$ cat config.mk
export PLATFORM = sky130hd
export DESIGN_NAME = dec_pipelined_stream
export DESIGN_NICKNAME = d
export VERILOG_FILES = /design/src/rtl/dec_pipelined_stream.sv
export SDC_FILE = /design/constraint.sdc
export NUM_CORES = 1
export LEC_CHECK = 0
export CAP_MARGIN = 10
export CORE_ASPECT_RATIO = 0.75
export CORE_MARGIN = 3
export CORE_UTILIZATION = 49
export CTS_CLUSTER_SIZE = 20
export DETAILED_ROUTE_END_ITERATION = 16
export HOLD_SLACK_MARGIN = 0.02
export PLACE_DENSITY = 0.8
export SYNTH_ARGS = -nofsm -noshare
export SYNTH_HDL_FRONTEND = slang
export SYNTH_SLANG_ARGS = --single-unit
$ cat constraint.sdc
create_clock -name clk -period 1.83 [get_ports clk]
set_input_delay 0.2745 -clock clk [delete_from_list [all_inputs] [get_ports clk]]
set_output_delay 0.2745 -clock clk [all_outputs]
set_load 0.02 [all_outputs]
$ cat src/rtl/dec_pipelined_stream.sv
// Two-stage streaming SEC-DED decoder for 8/16/32/64-bit codewords (4..7 LSB parity bits),
// valid/ready handshake with stall, plus saturating single/double error counters.

// One decoder per codeword mode: syndrome for the incoming word, correction for the S1 word.
module dec_hamming_lane #(
  parameter int W = 32,
  parameter int P = 4,
  parameter int N = 8
) (
  input  logic [N-1:0] cw,
  output logic [6:0]   syn,
  input  logic [N-1:0] s1_cw,
  input  logic [6:0]   s1_syn,
  output logic [W-1:0] data,
  output logic [1:0]   cls
);
  typedef logic [N-1:0][6:0] cols_t;

  // Parity bits take the unit columns; data bits take the odd-weight (>=3) columns in
  // ascending order, so any two-bit error yields an even-weight, non-column syndrome.
  function automatic cols_t cols_init();
    cols_t c;
    int    v;
    c = '0;
    v = 2;
    for (int i = 0; i < N; i++) begin
      if (i < P) c[i] = 7'(1 << i);
      else begin
        v++;
        while (($countones(v) % 2) == 0 || $countones(v) == 1) v++;
        c[i] = 7'(v);
      end
    end
    return c;
  endfunction

  localparam cols_t COLS = cols_init();

  logic [N-1:0] fix;
  logic         hit;

  always_comb begin
    syn = '0;
    for (int i = 0; i < N; i++)
      if (cw[i]) syn = syn ^ COLS[i];
  end

  always_comb begin
    fix = s1_cw;
    hit = 1'b0;
    for (int i = 0; i < N; i++)
      if (s1_syn == COLS[i]) begin
        fix[i] = ~fix[i];
        hit    = 1'b1;
      end
    data = '0;
    data[N-P-1:0] = fix[N-1:P];
    if (s1_syn == '0) cls = 2'd0;
    else if (hit)     cls = 2'd1;
    else              cls = 2'd2;
  end
endmodule

module dec_pipelined_stream #(
  parameter int DATA_WIDTH  = 32,
  parameter int COUNT_WIDTH = 16
) (
  input  logic                   clk,
  input  logic                   rst,
  input  logic                   enable,
  input  logic                   in_valid,
  output logic                   in_ready,
  input  logic [DATA_WIDTH-1:0]  in_codeword,
  input  logic [1:0]             codeword_width,
  output logic                   out_valid,
  input  logic                   out_ready,
  output logic [DATA_WIDTH-1:0]  out_data,
  output logic [1:0]             num_of_errors,
  input  logic                   clr_cnt,
  output logic [COUNT_WIDTH-1:0] cnt_single,
  output logic [COUNT_WIDTH-1:0] cnt_double
);
  localparam int STAGES    = 2;
  localparam int NUM_MODES = (DATA_WIDTH == 64) ? 4 : 3;

  logic [STAGES:1]                      vld_pipe;
  logic                                 adv, acc, xfer;
  logic [1:0]                           mode, s1_mode;
  logic [DATA_WIDTH-1:0]                s1_cw;
  logic [6:0]                           s1_syn;
  logic [NUM_MODES-1:0][6:0]            lane_syn;
  logic [NUM_MODES-1:0][DATA_WIDTH-1:0] lane_data;
  logic [NUM_MODES-1:0][1:0]            lane_cls;

  assign adv       = !vld_pipe[STAGES] || out_ready;
  assign in_ready  = adv && enable;
  assign acc       = in_valid && in_ready;
  assign out_valid = vld_pipe[STAGES];
  assign xfer      = vld_pipe[STAGES] && out_ready;
  // A 32-bit build has no 64-bit lane; its mode 11 folds onto the 32-bit lane.
  assign mode      = (NUM_MODES == 3 && codeword_width == 2'd3) ? 2'd2 : codeword_width;

  for (genvar g = 0; g < NUM_MODES; g++) begin : g_lane
    dec_hamming_lane #(.W(DATA_WIDTH), .P(4 + g), .N(8 << g)) u_lane (
      .cw     (in_codeword[(8 << g)-1:0]),
      .syn    (lane_syn[g]),
      .s1_cw  (s1_cw[(8 << g)-1:0]),
      .s1_syn (s1_syn),
      .data   (lane_data[g]),
      .cls    (lane_cls[g])
    );
  end

  always_ff @(posedge clk or negedge rst) begin
    if (!rst) begin
      vld_pipe      <= '0;
      s1_cw         <= '0;
      s1_mode       <= '0;
      s1_syn        <= '0;
      out_data      <= '0;
      num_of_errors <= '0;
    end else if (adv) begin
      vld_pipe <= {vld_pipe[1], acc};
      if (acc) begin
        s1_cw   <= in_codeword;
        s1_mode <= mode;
        s1_syn  <= lane_syn[mode];
      end
      if (vld_pipe[1]) begin
        out_data      <= lane_data[s1_mode];
        num_of_errors <= lane_cls[s1_mode];
      end
    end
  end

  always_ff @(posedge clk or negedge rst) begin
    if (!rst) begin
      cnt_single <= '0;
      cnt_double <= '0;
    end else if (clr_cnt) begin
      cnt_single <= '0;
      cnt_double <= '0;
    end else if (xfer) begin
      if (num_of_errors == 2'd1 && cnt_single != '1) cnt_single <= cnt_single + COUNT_WIDTH'(1);
      if (num_of_errors == 2'd2 && cnt_double != '1) cnt_double <= cnt_double + COUNT_WIDTH'(1);
    end
  end
endmodule

### After elaboration in Yosys (flattened, before gate mapping)

Index checks and enable logic that the tools add are counted.
Widths: inputs -> output; s select.

* add/subtract/negate cells: 2
* multipliers: 0
* div/mod/pow operators: 0
* $lt $le $gt $ge: 2
* eq/ne operators: 37
* shift-type cells: 0
* mux-type cells: 154
* bitwise logic cells: 74
* reductions and logical operators: 15

Operators by type and width (number)
* $eq 7x6->1 const B: 16
* $not 3->3: 34
* $mux 16: 6
* $mux 6: 16
* $mux 1: 89
* $mux 5: 15
* $bmux 32 s2: 1
* $eq 7x5->1 const B: 8
* $mux 4: 10
* $not 5->5: 7
* $add 16x1->16 const B: 2
* $mux 32: 1
* $ne 16x16->1 const B: 2
* $eq 7x4->1 const B: 4
* $not 1->1: 28
* $mux 2: 9
* $bmux 7 s2: 1
* $eq 7x3->1 const B: 2
* $mux 3: 4
* $reduce_and 2->1: 4
* $eq 7x1->1 const B: 1
* $eq 7x2->1 const B: 1
* $logic_not 7->1: 1
* $mux 7: 1
* 9 further kinds: 21

* register bits: 109
* bits in latches: 0
* memory bits (writable): 0
* bits in read-only memories: 0
* bits of input ports: 40
* word-level logic and storage cells: 292
* memories: 0

### Logic depth before layout (Yosys ltp)

* depth after elaboration: 60
* depth in mapped cells: 7
* mapped depth without buffers: 6

### Modules after synthesis

From an unflattened synthesis, not the netlist that was laid out.

* cells, all modules: 896
* area total of the unflattened synthesis: 8175.3 µm²

Modules (own cells, without submodules)
* dec_pipelined_stream: instances 1, cells each 550, area an instance 5439.0 µm², seq. area each 2727.6 µm²
* dec_hamming_lane at g_lane[2].u_lane: instances 1, cells each 188, area an instance 1446.4 µm², seq. area each 0.0 µm²
* dec_hamming_lane at g_lane[1].u_lane: instances 1, cells each 95, area an instance 768.2 µm², seq. area each 0.0 µm²
* dec_hamming_lane at g_lane[0].u_lane: instances 1, cells each 63, area an instance 521.8 µm², seq. area each 0.0 µm²

### Worst setup path after synthesis

Ideal clock, no wire load.

* path kind: flip-flop to flip-flop
* start point: register cnt_double[3]
* end point: register cnt_double[7]
* library setup time: 0.125 ns
* arrival: 1.882 ns
* required time: 1.705 ns
* slack: -0.177 ns
* stages on the path, launching flop included: 6
* clock period less this slack: 2.007 ns
* path through: dfrtp_1 > nand4_4 > nor4_4 > a311oi_4 > and2b_1 > mux2_4

* word-level cells in the longest chain between the ends: 4
* elaborated cells on any way between the ends: 8

Ends and longest elaborated chain
* start, declared: RTL line 81 `output logic [COUNT_WIDTH-1:0] cnt_double`
* start signal, assigned: RTL line 145 `if (num_of_errors == 2'd2 && cnt_double != '1) cnt_double <= cnt_double + COUNT_WIDTH'(1);`
* $add 16x1->16 or $ne 16x16->1 (tied branches): RTL line 145
* $mux 16 or $logic_and 1x1->1 (tied branches): RTL line 145
* $mux 16 or $reduce_bool 2->1 (tied branches)
* $mux 16 or $reduce_and 2->1 (tied branches)

Several ways; a longest one is shown, not always the timed one. The select of a mux whose other input is x is not followed.
A chain may end at the register's enable or synchronous reset.

### Worst setup path after layout

* start point: register s1_syn[0]
* end point: register out_data[10]

* word-level cells in the longest chain between the ends: 4
* elaborated cells on any way between the ends: 5

Ends and longest elaborated chain
* start, declared: RTL line 90 `logic [6:0] s1_syn;`
* start signal, assigned: RTL line 127 `s1_syn <= lane_syn[mode];`
* $eq 7x5->1 *: RTL line 52 `if (s1_syn == COLS[i]) begin`
* $mux 1: RTL line 52
* $bmux 32 s2 *: RTL line 130 `out_data <= lane_data[s1_mode];`
* $mux 32 (not written as such) *: RTL line 130
* end signal, assigned: RTL line 130
* end, declared: RTL line 77 `output logic [DATA_WIDTH-1:0] out_data,`

Mark *: on every way between the ends. The rest lies on a longest branch, timed or not. The select of a mux whose other input is x is not followed.

==> results.cfg <==
[clock_tree]
cts.sinks = 98
clk_pin_slew_ns = 0.07
clockRootBuffer = clkbuf_16
cts_inserted_buffers = 9
cts-htree-levels = 3
cts_tree = yes
cts_buffer_depth = 2
clk_latency_ns = 0.35

[final_layout]
finalNetCount = 821
diodes = 0
post-route-util_pct = 72.6
drive_above_1_share_pct = 29.0
seq_area_um2 = 2470
nFillCells = 868
most-common-layout-cells = 112 x buf_4, 89 x clkdlybuf4s50_1, 82 x dfrtp_1
final_common_cell = buf_4
syn_to_final_growth_pct = 40.7
multi_input_area_um2 = 3720

[worst_setup_path]
cp.arrival_ns = 2.04
reg2regPathDepth = 6
reg2reg_setup_slack_ns = 0.02
cp-end-kind = flop
worst-setup-path-type = reg -> reg
startpoint_type = flop
crit_required_ns = 2.05
reg2reg_from = s1_syn[0]
worstPathMaxFanout = 6
reg2reg_to = out_data[10]

[sta]
hold_violations = 0
setup_viol = 0
rsz0062_at_grt = true
relSlewSlack_pct = 56.8
clock.fmax_mhz = 551
tightest_slew_ns = 0.647
fin_skew_ns = 0.00485
period_needed_ns = 1.81
finalWorstSetupSlack_ns = 0.0156
final_max_slew_viol_count = 0
period_share_pct = 99.1

[detailed_routing]
wl_per_cell_um = 17.7
drc = 0
via_per_inst = 5.49
drt_iter0_drc = 361
dr_wl_met2_um = 8020
maxUsedRoutingLayer = met4
dr_wl_met3_um = 1050
ant_nets = 0
routed_wl_um = 16800
firstDrtPassIters = 5
wl_met1_um = 7460
vias = 5198

[logic_synthesis]
synth_top_area_share_pct = 39.8
synth_edf_count = 0
synth_xor_xnor_area_share_pct = 24.0
postSynth.asyncResetShare_pct = 100
synth_adder_area_share_pct = 0.406
syn_area_um2 = 6170
synthCells = 589
synth_top_area_cell = dfrtp_1
synthTopCellsByArea = dfrtp_1 40%, xnor2_1 12%, xnor3_1 6.9%
avgSynthCellArea_um2 = 10.5
synth.mux.area_fraction_pct = 7.22
synth-simple-area-share_pct = 16.8
synth_warnings = 0
synth_top_family_by_area = XOR/XNOR gates
ys_seq_area_share_pct = 39.8
synthFlopType = dfrtp_1
synth.distinct_cells = 61
synth_compound_area_share_pct = 8.05
synth_seq_cells = 98

[power]
p_leak_nw = 3.78
ir_drop_mv = 0.807
power_per_cell_area_nw_per_um2 = 999

[floorplan]
dieArea_um2 = 14000
core_area_um2 = 12000
pin_count = 108
rows = 34
die_width_um = 136
initial_core_util_pct = 51.6
die_h_um = 103

[grt]
antenna_found_initial = 0
grt_pass1_vias = 5292
grt_util_all_layers_pct = 25.0
grt_pass1_wl_um = 27500
grt_max_degree = 52
grt-ovfl-total = 0

[min_path]
hold_start = in_codeword[9]
whs_endpoint = s1_cw[9]
hp-class = in -> reg
hold-path-cell-count = 3

[status]
status = finished clean

[place]
portBuffers = 101
post-place-ws_ns = -0.437
hpwl_um = 12900
gp_congestion = 0.932

[run]
cap_violations = 0
-- worst max-delay path by stage --
stage | slack (ns) | cells after the start | end | startpoint
floorplan | -0.04 | 5 | cnt_double[7] | cnt_double[12]
global placement | -0.41 | 6 | s1_syn[3] | in_codeword[13]
detailed placement | -0.44 | 7 | s1_syn[4] | in_codeword[12]
CTS | -0.04 | 6 | num_of_errors[0] | s1_syn[3]
global route | -0.07 | 6 | num_of_errors[0] | s1_syn[3]
finish | 0.02 | 6 | out_data[10] | s1_syn[0]
-- final cells by class --
class                           instances  area share [%]
Clock buffer                           10            2.64
Clock inverter                          6            1.05
Inverter                                8           0.346
Multi-Input combinational cell        445            42.9
Sequential cell                        98            28.5
Tap cell                              162            2.34
Timing Repair Buffer                  217            22.2
-- per-layer routing --
layer / GRT usage [%] / vias up
met5: 0 / -
met4: 5.65 / 0
met3: 4.88 / 21
met2: 40.5 / 196
met1: 35.3 / 2565
li1: - / 2416
-- critical path: stages, from the launching register on --
cell and delay (ns):
dfrtp_2 0.48, buf_4 0.18, and2_1 0.20, and4_1 0.25
xor2_1 0.16, a221oi_2 0.32, nor2_1 0.10
-- where the power goes --
group          internal (mW)  switching (mW)
sequential              2.55           0.373
clock                   1.20           0.836
combinational           1.96            1.76
total                   5.71            2.97
-- cell families after synthesis --
kind of cell    Yosys count
fa+ha+maj                 2
buf+inv                  51
xor+xnor                130
compound gates           70
mux                      40
flops                    98
other cells               1
simple gates            197
-- synth_stat cells (all sizes together), types with 3 or more instances --
library cell,instances
nand4b,4
and3,4
inv,8
a21oi,7
and4,3
clkbuf,32
nor3,8
nor3b,3
nand4,13
nor2,55
xor3,3
xor2,23
dfrtp,98
mux2i,7
xnor3,21
a2111oi,3
nand2,42
mux2,33
nor4,4
buf,11
nand3,27
a2bb2oi,5
a221oi,7
nor4b,4
nor2b,15
a211oi,8
o21ai,23
and2,4
xnor2,83
-- stage by stage --
| step | cells | cell area [um2] | power, mW | hold WS [ns] | TNS, ns |
|---|---|---|---|---|---|
| after floorplan | 594 | 6220 | 4.92 | -0.0211 | -0.146 |
| after global placement | 921 | 8080 | 6.21 | 0.164 | -12.02 |
| after detailed placement | 921 | 8080 | 6.35 | 0.163 | -14.62 |
| after CTS | 940 | 8470 | 8.48 | 0.377 | -0.0709 |
| after global routing | 946 | 8680 | 9.13 | 0.391 | -0.175 |
| final | 946 | 8680 | 8.67 | 0.357 | 0 |
-- registers in the layout, summed over array words and instances, names as in the netlist --
register	flops
cnt_double	16
cnt_single	16
num_of_errors	2
out_data	26
s1_cw	28
s1_mode	2
s1_syn	6
vld_pipe	2
-- repair_timing --
action,in CTS,in global routing
setup buffers,2,7
pin swaps,4,13
hold buffers,1,0
endpoints found under the setup margin,12,38
endpoints found under the hold margin,14,0
resized for setup,18,37
(Power assumes the default switching activity.)
